### src/rtl/return_stack.sv
// ============================================================================
// Module   : return_stack
// Purpose  : Hardware return-address stack for the single-cycle CPU. Accepts
//            push/pop strobes from the control unit and the return address
//            from the PC incrementer; presents the top entry combinationally
//            so the PC can load it on the same edge that pops it. Sticky
//            overflow/underflow flags report rejected operations for debug.
// Ports    : clk       - system clock, rising edge
//            reset     - asynchronous active-high reset
//            push      - push ret_addr at the next rising edge
//            pop       - pop the top entry at the next rising edge
//            ret_addr  - address to push (WIDTH bits)
//            clr_err   - synchronous clear of the sticky error flags
//            top       - current top entry, 0 when empty (combinational)
//            empty     - no valid entries
//            full      - DEPTH valid entries
//            level     - number of valid entries
//            overflow  - sticky: a push was rejected on a full stack
//            underflow - sticky: a pop hit an empty stack
// Revision : 1.0 - initial release
// ============================================================================
`default_nettype none

module return_stack #(
  parameter int WIDTH = 10,
  parameter int DEPTH = 16
) (
  input  logic                       clk,
  input  logic                       reset,
  input  logic                       push,
  input  logic                       pop,
  input  logic [WIDTH-1:0]           ret_addr,
  input  logic                       clr_err,
  output logic [WIDTH-1:0]           top,
  output logic                       empty,
  output logic                       full,
  output logic [$clog2(DEPTH):0]     level,
  output logic                       overflow,
  output logic                       underflow
);

  localparam int AW = $clog2(DEPTH);
  localparam int PW = AW + 1;
  localparam logic [PW-1:0] C_DEPTH = PW'(DEPTH);

  logic [WIDTH-1:0] r_mem [DEPTH];
  logic [PW-1:0]    r_sp;
  logic             r_overflow;
  logic             r_underflow;

  logic [PW-1:0]    w_sp_m1;
  logic [AW-1:0]    w_top_idx;
  logic [AW-1:0]    w_wr_idx;
  logic             w_empty;
  logic             w_full;
  logic             w_we;
  logic [PW-1:0]    w_sp_next;
  logic             w_ovf_event;
  logic             w_unf_event;

  assign w_empty   = (r_sp == '0);
  assign w_full    = (r_sp == C_DEPTH);
  assign w_sp_m1   = r_sp - 1'b1;
  assign w_top_idx = w_sp_m1[AW-1:0];

  // Top is read straight from the array so it is valid in the pop cycle.
  assign top       = w_empty ? '0 : r_mem[w_top_idx];
  assign empty     = w_empty;
  assign full      = w_full;
  assign level     = r_sp;
  assign overflow  = r_overflow;
  assign underflow = r_underflow;

  always_comb begin
    w_we        = 1'b0;
    w_wr_idx    = r_sp[AW-1:0];
    w_sp_next   = r_sp;
    w_ovf_event = 1'b0;
    w_unf_event = 1'b0;
    if (push && pop) begin
      w_we = 1'b1;
      if (w_empty) begin
        // Simultaneous strobes on an empty stack degrade to a plain push.
        w_wr_idx  = '0;
        w_sp_next = PW'(1);
      end else begin
        // Replace the top entry in place.
        w_wr_idx = w_top_idx;
      end
    end else if (push) begin
      if (w_full) begin
        w_ovf_event = 1'b1;
      end else begin
        w_we      = 1'b1;
        w_sp_next = r_sp + 1'b1;
      end
    end else if (pop) begin
      if (w_empty) begin
        w_unf_event = 1'b1;
      end else begin
        w_sp_next = w_sp_m1;
      end
    end
  end

  always_ff @(posedge clk or posedge reset) begin
    if (reset) begin
      r_sp        <= '0;
      r_overflow  <= 1'b0;
      r_underflow <= 1'b0;
    end else begin
      r_sp <= w_sp_next;
      // An error event in the same cycle as clr_err keeps the flag set.
      if (w_ovf_event)  r_overflow  <= 1'b1;
      else if (clr_err) r_overflow  <= 1'b0;
      if (w_unf_event)  r_underflow <= 1'b1;
      else if (clr_err) r_underflow <= 1'b0;
    end
  end

  // Array is not reset; contents are unobservable while the stack is empty.
  // Writes are suppressed on any edge where reset is held.
  always_ff @(posedge clk) begin
    if (w_we && !reset) begin
      r_mem[w_wr_idx] <= ret_addr;
    end
  end

endmodule

`default_nettype wire
### config.mk
export PLATFORM = sky130hd
export DESIGN_NAME = return_stack
export DESIGN_NICKNAME = d
export VERILOG_FILES = /design/src/rtl/return_stack.sv
export SDC_FILE = /design/constraint.sdc
export NUM_CORES = 1
export LEC_CHECK = 0
export BUFFER_PORTS_ARGS = -buffer_cell sky130_fd_sc_hd__buf_4
export CORE_ASPECT_RATIO = 0.8
export CORE_MARGIN = 2
export CORE_UTILIZATION = 50
export CTS_BUF_LIST = sky130_fd_sc_hd__clkbuf_4
export DETAILED_ROUTE_END_ITERATION = 6
export GPL_TIMING_DRIVEN = 0
export PLACE_DENSITY = 0.69
export SETUP_SLACK_MARGIN = 0.2
export SYNTH_ARGS = -nofsm -noshare
export SYNTH_HDL_FRONTEND = slang
export SYNTH_SLANG_ARGS = --single-unit
### constraint.sdc
create_clock -name clk -period 7.7 [get_ports clk]
set_input_delay 2.31 -clock clk [delete_from_list [all_inputs] [get_ports clk]]
set_output_delay 2.31 -clock clk [all_outputs]
set_load 0.05 [all_outputs]
==> results.toml, run 1 <==
[cells_and_area]
nets = 435
multi_input_area_um2 = 1780
diodes = 0
register_area_um2 = 4980
fill_cells = 1060
syn2layout_area_growth_pct = 10.6
drive_gt1_share_pct = 28.6

[clock_tree]
clk_latency_ns = 0.56
htreeDepth = 4
clockRootBuffer = "clkbuf_4"
path_clk_slew_ns = 0.12
numCtsBuffers = 17
post_cts_buffers = 0
clkSinkCount = 167
hold_buffers = 0
cts_resized = 0
cts_buffer_depth = 2
cts_tree = "yes"

[floorplanning]
coreArea_um2 = 13600
num_rows = 38
ios = 34
start_util_pct = 51.1
dieArea_um2 = 14800
die_w_um = 136
die_h_um = 109

[pwr]
ir_drop_mv = 0.559
power_w = 0.00310
power.density_nw_per_um2 = 405
cellLeakagePower_nw = 2.50

[synthesis]
synthCells = 366
ys.warnings.count = 0
synth_seq_cells = 167
async_flop_share_pct = 4.19
synthesis.area_um2 = 6920
yosysSeqAreaShare_pct = 71.9
syn_area_per_cell_um2 = 18.9
synth_nets = 384
synth.distinct_cells = 48
synth-edff-count = 160
synth_flop_cell = "edfxtp_1"

[timing]
finClkSkew_ns = 0.0206
worstMarginPinSlew_ns = 1.09
max_freq_mhz = 165
setup-violations-final = 0
drv_slew = 0
max-slew-margin-rel_pct = 27.1
layout_min_cycle_time_ns = 6.06
rsz0062_at_grt = "false"
hold_viol = 0
min_period_over_period_pct = 78.7
setup-tns-final_ns = 0

[grt]
grt.overflow.total = 0
grt_pass1_vias = 3591
antenna_found_initial = 0
grt_usage_pct = 19.4
grt_max_degree = 17
grt_pass1_wl_um = 20300

[route]
drtIter0Drc = 307
antenna_left = 0
detail_route.first_pass.iterations = 4
wl_um = 13100
drt-wirelength-per-cell_um = 21.6
viasPerCell = 5.88
via_count = 3588
drc = 0

[run]
drv_cap = 0

[place]
hpwl_um = 8740
port-buffer-count = 32
place.gp.congestion = 0.844

[critical_path]
path_class = "reg -> out"
setup.worst_path.start_class = "flop"
cp.arrival_ns = 3.75
slowest_delay_ns = 0.64
cp_slowest_cell = "clkbuf_1"
worstPathRequired_ns = 5.39
cp-end-kind = "output port"
critPathMaxFanout = 10
path_cells = "buf_2 -> buf_2 -> inv_1 -> ha_1 -> clkbuf_1 -> clkbuf_1 -> mux4_2 -> mux2i_1 -> o22ai_1 -> buf_4"

[hold_path]
min_path_type = "reg -> reg"

[status]
status = "finished, final reports clean"
==> area by class of cell <==
cell class              instances  share of cell area [%]
clock buffers                  17                    1.67
flip-flops and latches        167                    65.1
multi-input cells             166                    23.3
clock inverters                15                    1.83
inverters                      10                   0.490
repair buffers                 32                    3.14
plain buffers                  23                    1.57
well taps                     180                    2.94
==> cells by family (layout without fill, tap and decap cells) <==
family | after synthesis | count (layout) | share of synthesized area [%]
DFF | 167 | 167 | 71.9
muxes | 63 | 63 | 16.5
and+or+nand+nor | 58 | 58 | 4.27
AOI/OAI and AO/OA | 39 | 39 | 4.07
buffers and inverters | 33 | 97 | 2.28
adders and majority gates | 3 | 3 | 0.542
xor gates and xnor gates | 3 | 3 | 0.380
==> where the power goes <==
| group | total [W] | switching (W) | internal [W] | leakage (nW) |
|---|---|---|---|---|
| clock network | 0.000476 | 0.000309 | 0.000167 | 0.140 |
| registers | 0.00108 | 0.0000239 | 0.00106 | 1.53 |
| logic | 0.00154 | 0.000965 | 0.000579 | 0.825 |
| total | 0.00310 | 0.00130 | 0.00180 | 2.50 |
==> cell usage in the layout (no fill, tap or decap), types with 2 or more instances in the layout <==
cell / count
nor2_1: 22
clkinv_1: 3
a32oi_1: 2
o31ai_1: 3
edfxtp_1: 160
buf_6: 2
ha_1: 3
mux4_2: 41
and2_1: 2
inv_6: 5
xnor2_1: 3
nand2b_1: 3
o211ai_1: 2
a221oi_1: 2
a31oi_1: 2
buf_4: 34
nor2b_1: 3
nor3_1: 4
clkinvlp_4: 2
nand2_1: 13
o22ai_1: 11
dfrtp_1: 7
clkinv_4: 2
clkbuf_4: 17
mux2i_1: 22
inv_1: 9
buf_2: 9
clkbuf_1: 9
nor4b_1: 2
a21oi_1: 5
inv_8: 2
==> critical path, delay by kind of cell, from the launching register on <==
kind            cells  cell delay (ns)
flops               1             0.41
compound gates      1             0.14
buf+inv             6             1.76
fa+ha+maj           1             0.28
mux                 2             0.61
==> per-stage QoR <==
stage | hold WS (ns) | worst slack [ns] | utilization [%] | cell area [um2] | cells
after global routing | 0.562 | 1.33 | 56.5 | 7650 | 610
final | 0.541 | 1.64 | 56.5 | 7650 | 610
after floorplan | 0.748 | 2.30 | - | 6920 | 366
after CTS | 0.542 | 1.58 | 56.5 | 7650 | 610
after global placement | 0.520 | 2.25 | 54.5 | 7390 | 578
after detailed placement | 0.521 | 2.22 | 54.5 | 7390 | 578
==> layer usage <==
metal / vias to the layer above / GRT usage [%] / part of all wire [%]
met5: - / 0 / 0
met3: 17 / 5.58 / 6.9
met1: 1849 / 26.6 / 44
met4: 0 / 5.13 / 1.2
met2: 120 / 31.0 / 48
li1: 1602 / - / -
==> worst paths after layout <==
| check | from | to | slack, ns | cells after the start |
|---|---|---|---|---|
| max in group asynchronous | reset | level[1]$_DFFE_PP0P_ | 5.77 | 2 |
| min in group asynchronous | reset | level[3]$_DFFE_PP0P_ | 1.70 | 2 |
| max reg2reg | level[0]$_DFFE_PP0P_ | r_mem[8][8]$_DFFE_PP_ | 3.80 | 10 |
| max | level[0]$_DFFE_PP0P_ | top[8] | 1.64 | 10 |
| min reg2reg | underflow$_DFFE_PP0P_ | underflow$_DFFE_PP0P_ | 0.54 | 2 |
| min | underflow$_DFFE_PP0P_ | underflow$_DFFE_PP0P_ | 0.54 | 2 |
==> synthesized netlist by cell type (3+ instances only) <==
cell	instances	share of area (%)
buf_2	9	0.65
a21oi_1	5	0.36
nor2_1	22	1.2
nor3_1	4	0.29
edfxtp_1	160	69
nand2_1	13	0.71
clkbuf_1	9	0.49
o31ai_1	3	0.33
mux2i_1	22	3.2
ha_1	3	0.54
nand2b_1	3	0.27
o22ai_1	11	0.99
mux4_2	41	13
xnor2_1	3	0.38
nor2b_1	3	0.27
inv_1	9	0.49
dfrtp_1	7	2.5
==> state kept, by name, indices dropped and copies added, names as in the netlist <==
signal and flops:
r_mem 160, overflow 1, level 5, underflow 1
(Power assumes the default switching activity.)
==> run 2, diff against run 1 <==
--- a/config.mk
+++ b/config.mk
@@ -12,7 +12,7 @@
 export CTS_BUF_LIST = sky130_fd_sc_hd__clkbuf_4
 export DETAILED_ROUTE_END_ITERATION = 6
 export GPL_TIMING_DRIVEN = 0
-export PLACE_DENSITY = 0.69
+export PLACE_DENSITY = 0.72
 export SETUP_SLACK_MARGIN = 0.2
 export SYNTH_ARGS = -nofsm -noshare
 export SYNTH_HDL_FRONTEND = slang
==> constraint.sdc (replaced) <==
create_clock -name clk -period 5.54 [get_ports clk]
set_input_delay 1.662 -clock clk [delete_from_list [all_inputs] [get_ports clk]]
set_output_delay 1.662 -clock clk [all_outputs]
set_load 0.05 [all_outputs]
==> results.toml, run 2 (synthesized netlist as in run 1, its figures left out) <==
[floorplanning]
dieArea_um2 = 14800
start_util_pct = 51.1
ios = 34
coreArea_um2 = 13600
die_w_um = 136
num_rows = 38
die_h_um = 109

[cells_and_area]
syn2layout_area_growth_pct = 11.0
final_common_cell = "edfxtp_1"
fill_cells = 1053
largest_register_ffs = 160
fin_cells = 611
regMostFlops = "r_mem"
nets = 435
layout_common_cells = "edfxtp_1, mux4_2, buf_4"
drive_gt1_share_pct = 30.2
fin_util_pct = 56.7

[pwr]
ir_drop_mv = 0.660
power.density_nw_per_um2 = 566
cellLeakagePower_nw = 2.52

[critical_path]
critPathBufInv = 6
critPathMaxFanout = 10
cp.arrival_ns = 3.42
cpMostUsedCell = "buf_2"
reg2reg_depth = 9
slowest_delay_ns = 0.41
r2r-end = "r_mem[14][9]$_DFFE_PP_"
path_cells = "buf_2 -> buf_2 -> inv_1 -> ha_1 -> clkbuf_1 -> clkbuf_4 -> mux4_2 -> mux2i_1 -> o22ai_1 -> buf_4"
critical_path.top_delay_family = "buffers and inverters"
r2r_start = "level[0]$_DFFE_PP0P_"
setup.worst_path.start_class = "flop"
path_class = "reg -> out"
cp_slowest_cell = "dfrtp_1"
cp-end-kind = "output port"
rrSetupSlack_ns = 1.93
worstPathRequired_ns = 3.88

[route]
drtIter0Drc = 385
wl_um = 13400
drc = 0
antenna_left = 0
viasPerCell = 5.92
via_count = 3618
drt-wirelength-per-cell_um = 21.9
detail_route.first_pass.iterations = 4

[timing]
max-slew-margin-rel_pct = 23.8
drv_slew = 0
worstMarginPinSlew_ns = 1.14
finClkSkew_ns = 0.0218
setup-tns-final_ns = 0
hold_slack_ns = 0.541
setup-violations-final = 0
min_period_over_period_pct = 91.8
max_freq_mhz = 197
hold_viol = 0
layout_min_cycle_time_ns = 5.09
rsz0062_at_grt = "false"

[run]
drv_cap = 0

[clock_tree]
clkSinkCount = 167
htreeDepth = 4
path_clk_slew_ns = 0.14
numCtsBuffers = 17
hold_buffers = 0
cts_tree = "yes"
cts_buffer_depth = 2
clockRootBuffer = "clkbuf_4"
clk_latency_ns = 0.55
post_cts_buffers = 0

[grt]
antenna_found_initial = 1
grt_max_degree = 19
grt_pass1_wl_um = 20100
grt_pass1_vias = 3491
grt.overflow.total = 0
grt_usage_pct = 19.5

[status]
status = "finished, final reports clean"

[hold_path]
hp-start = "underflow$_DFFE_PP0P_"
min_path_type = "reg -> reg"
hold_path_end = "underflow$_DFFE_PP0P_"
hold_depth = 2

[place]
dp_cells = 578
place.gp.congestion = 0.842
hpwl_um = 8610
port-buffer-count = 32
[run 2: cell count changes in the layout (fill, tap and decap cells not counted)]
cell / previous run / this run
clkbuf_1: 9 / 6
clkbuf_4: 17 / 20
clkinv_1: 3 / 0
clkinv_8: 0 / 3
clkinv_2: 0 / 2
clkinvlp_4: 2 / 0
buf_1: 1 / 0
bufinv_16: 1 / 0
clkbuf_2: 0 / 1
diode_2: 0 / 1
inv_8: 2 / 3
[run 2: area by class of cell]
class,count,area (um2),share of cell area [%]
diodes,1,2.50,0.0326
plain buffers,23,133,1.73
clock buffers,17,128,1.66
clock inverters,15,154,2.00
inverters,10,37.5,0.489
multi-input cells,166,1780,23.2
flip-flops and latches,167,4980,64.8
well taps,180,225,2.93
repair buffers,32,240,3.13
[run 2: through the flow]
step | area (um2) | power (W) | setup slack, ns
3_5_place_dp | 7390 | 0.00369 | 0.674
3_3_place_gp | 7390 | 0.00366 | 0.716
2_1_floorplan | 6920 | 0.00309 | 0.790
6_report | 7680 | 0.00435 | 0.454
5_1_grt | 7680 | 0.00455 | 0.198
4_1_cts | 7670 | 0.00436 | 0.331
[run 2: timing repair]
item	in CTS	in global routing
resized for setup	4	5
cloned	0	0
endpoints found under the setup margin	10	2
[run 2: tightest hold or removal path, cell delays in order (launching register included)]
cell and delay (ns):
dfrtp_1 0.40, inv_1 0.05, o21ai_0 0.06
[run 2: worst max-delay path by stage]
stage / from / endpoint / slack (ns) / cells after the start
4_1_cts: level[0]$_DFFE_PP0P_ / top[9] / 0.33 / 10
3_5_place_dp: level[0]$_DFFE_PP0P_ / top[9] / 0.67 / 10
5_1_grt: level[0]$_DFFE_PP0P_ / top[9] / 0.20 / 10
3_3_place_gp: level[0]$_DFFE_PP0P_ / top[9] / 0.72 / 10
6_report: level[0]$_DFFE_PP0P_ / top[9] / 0.45 / 10
2_1_floorplan: level[0]$_DFFE_PP0P_ / top[0] / 0.79 / 9
[run 2: per-layer routing]
metal  global-route usage, %  part of all wire [%]  up-vias  wire [um]
met5                       0                     0        -          0
met4                    6.85                   1.5        0        200
met3                    5.39                   6.8       15        911
met2                    29.6                    47      158       6320
met1                    27.5                    45     1845       5960
li1                        -                     -     1600          -
[run 2: report_power, final]
part	total [W]	switching [W]	internal, W
Combinational	0.00217	0.00135	0.000816
Clock	0.000676	0.000471	0.000205
Sequential	0.00150	0.0000337	0.00147
Total	0.00435	0.00186	0.00249
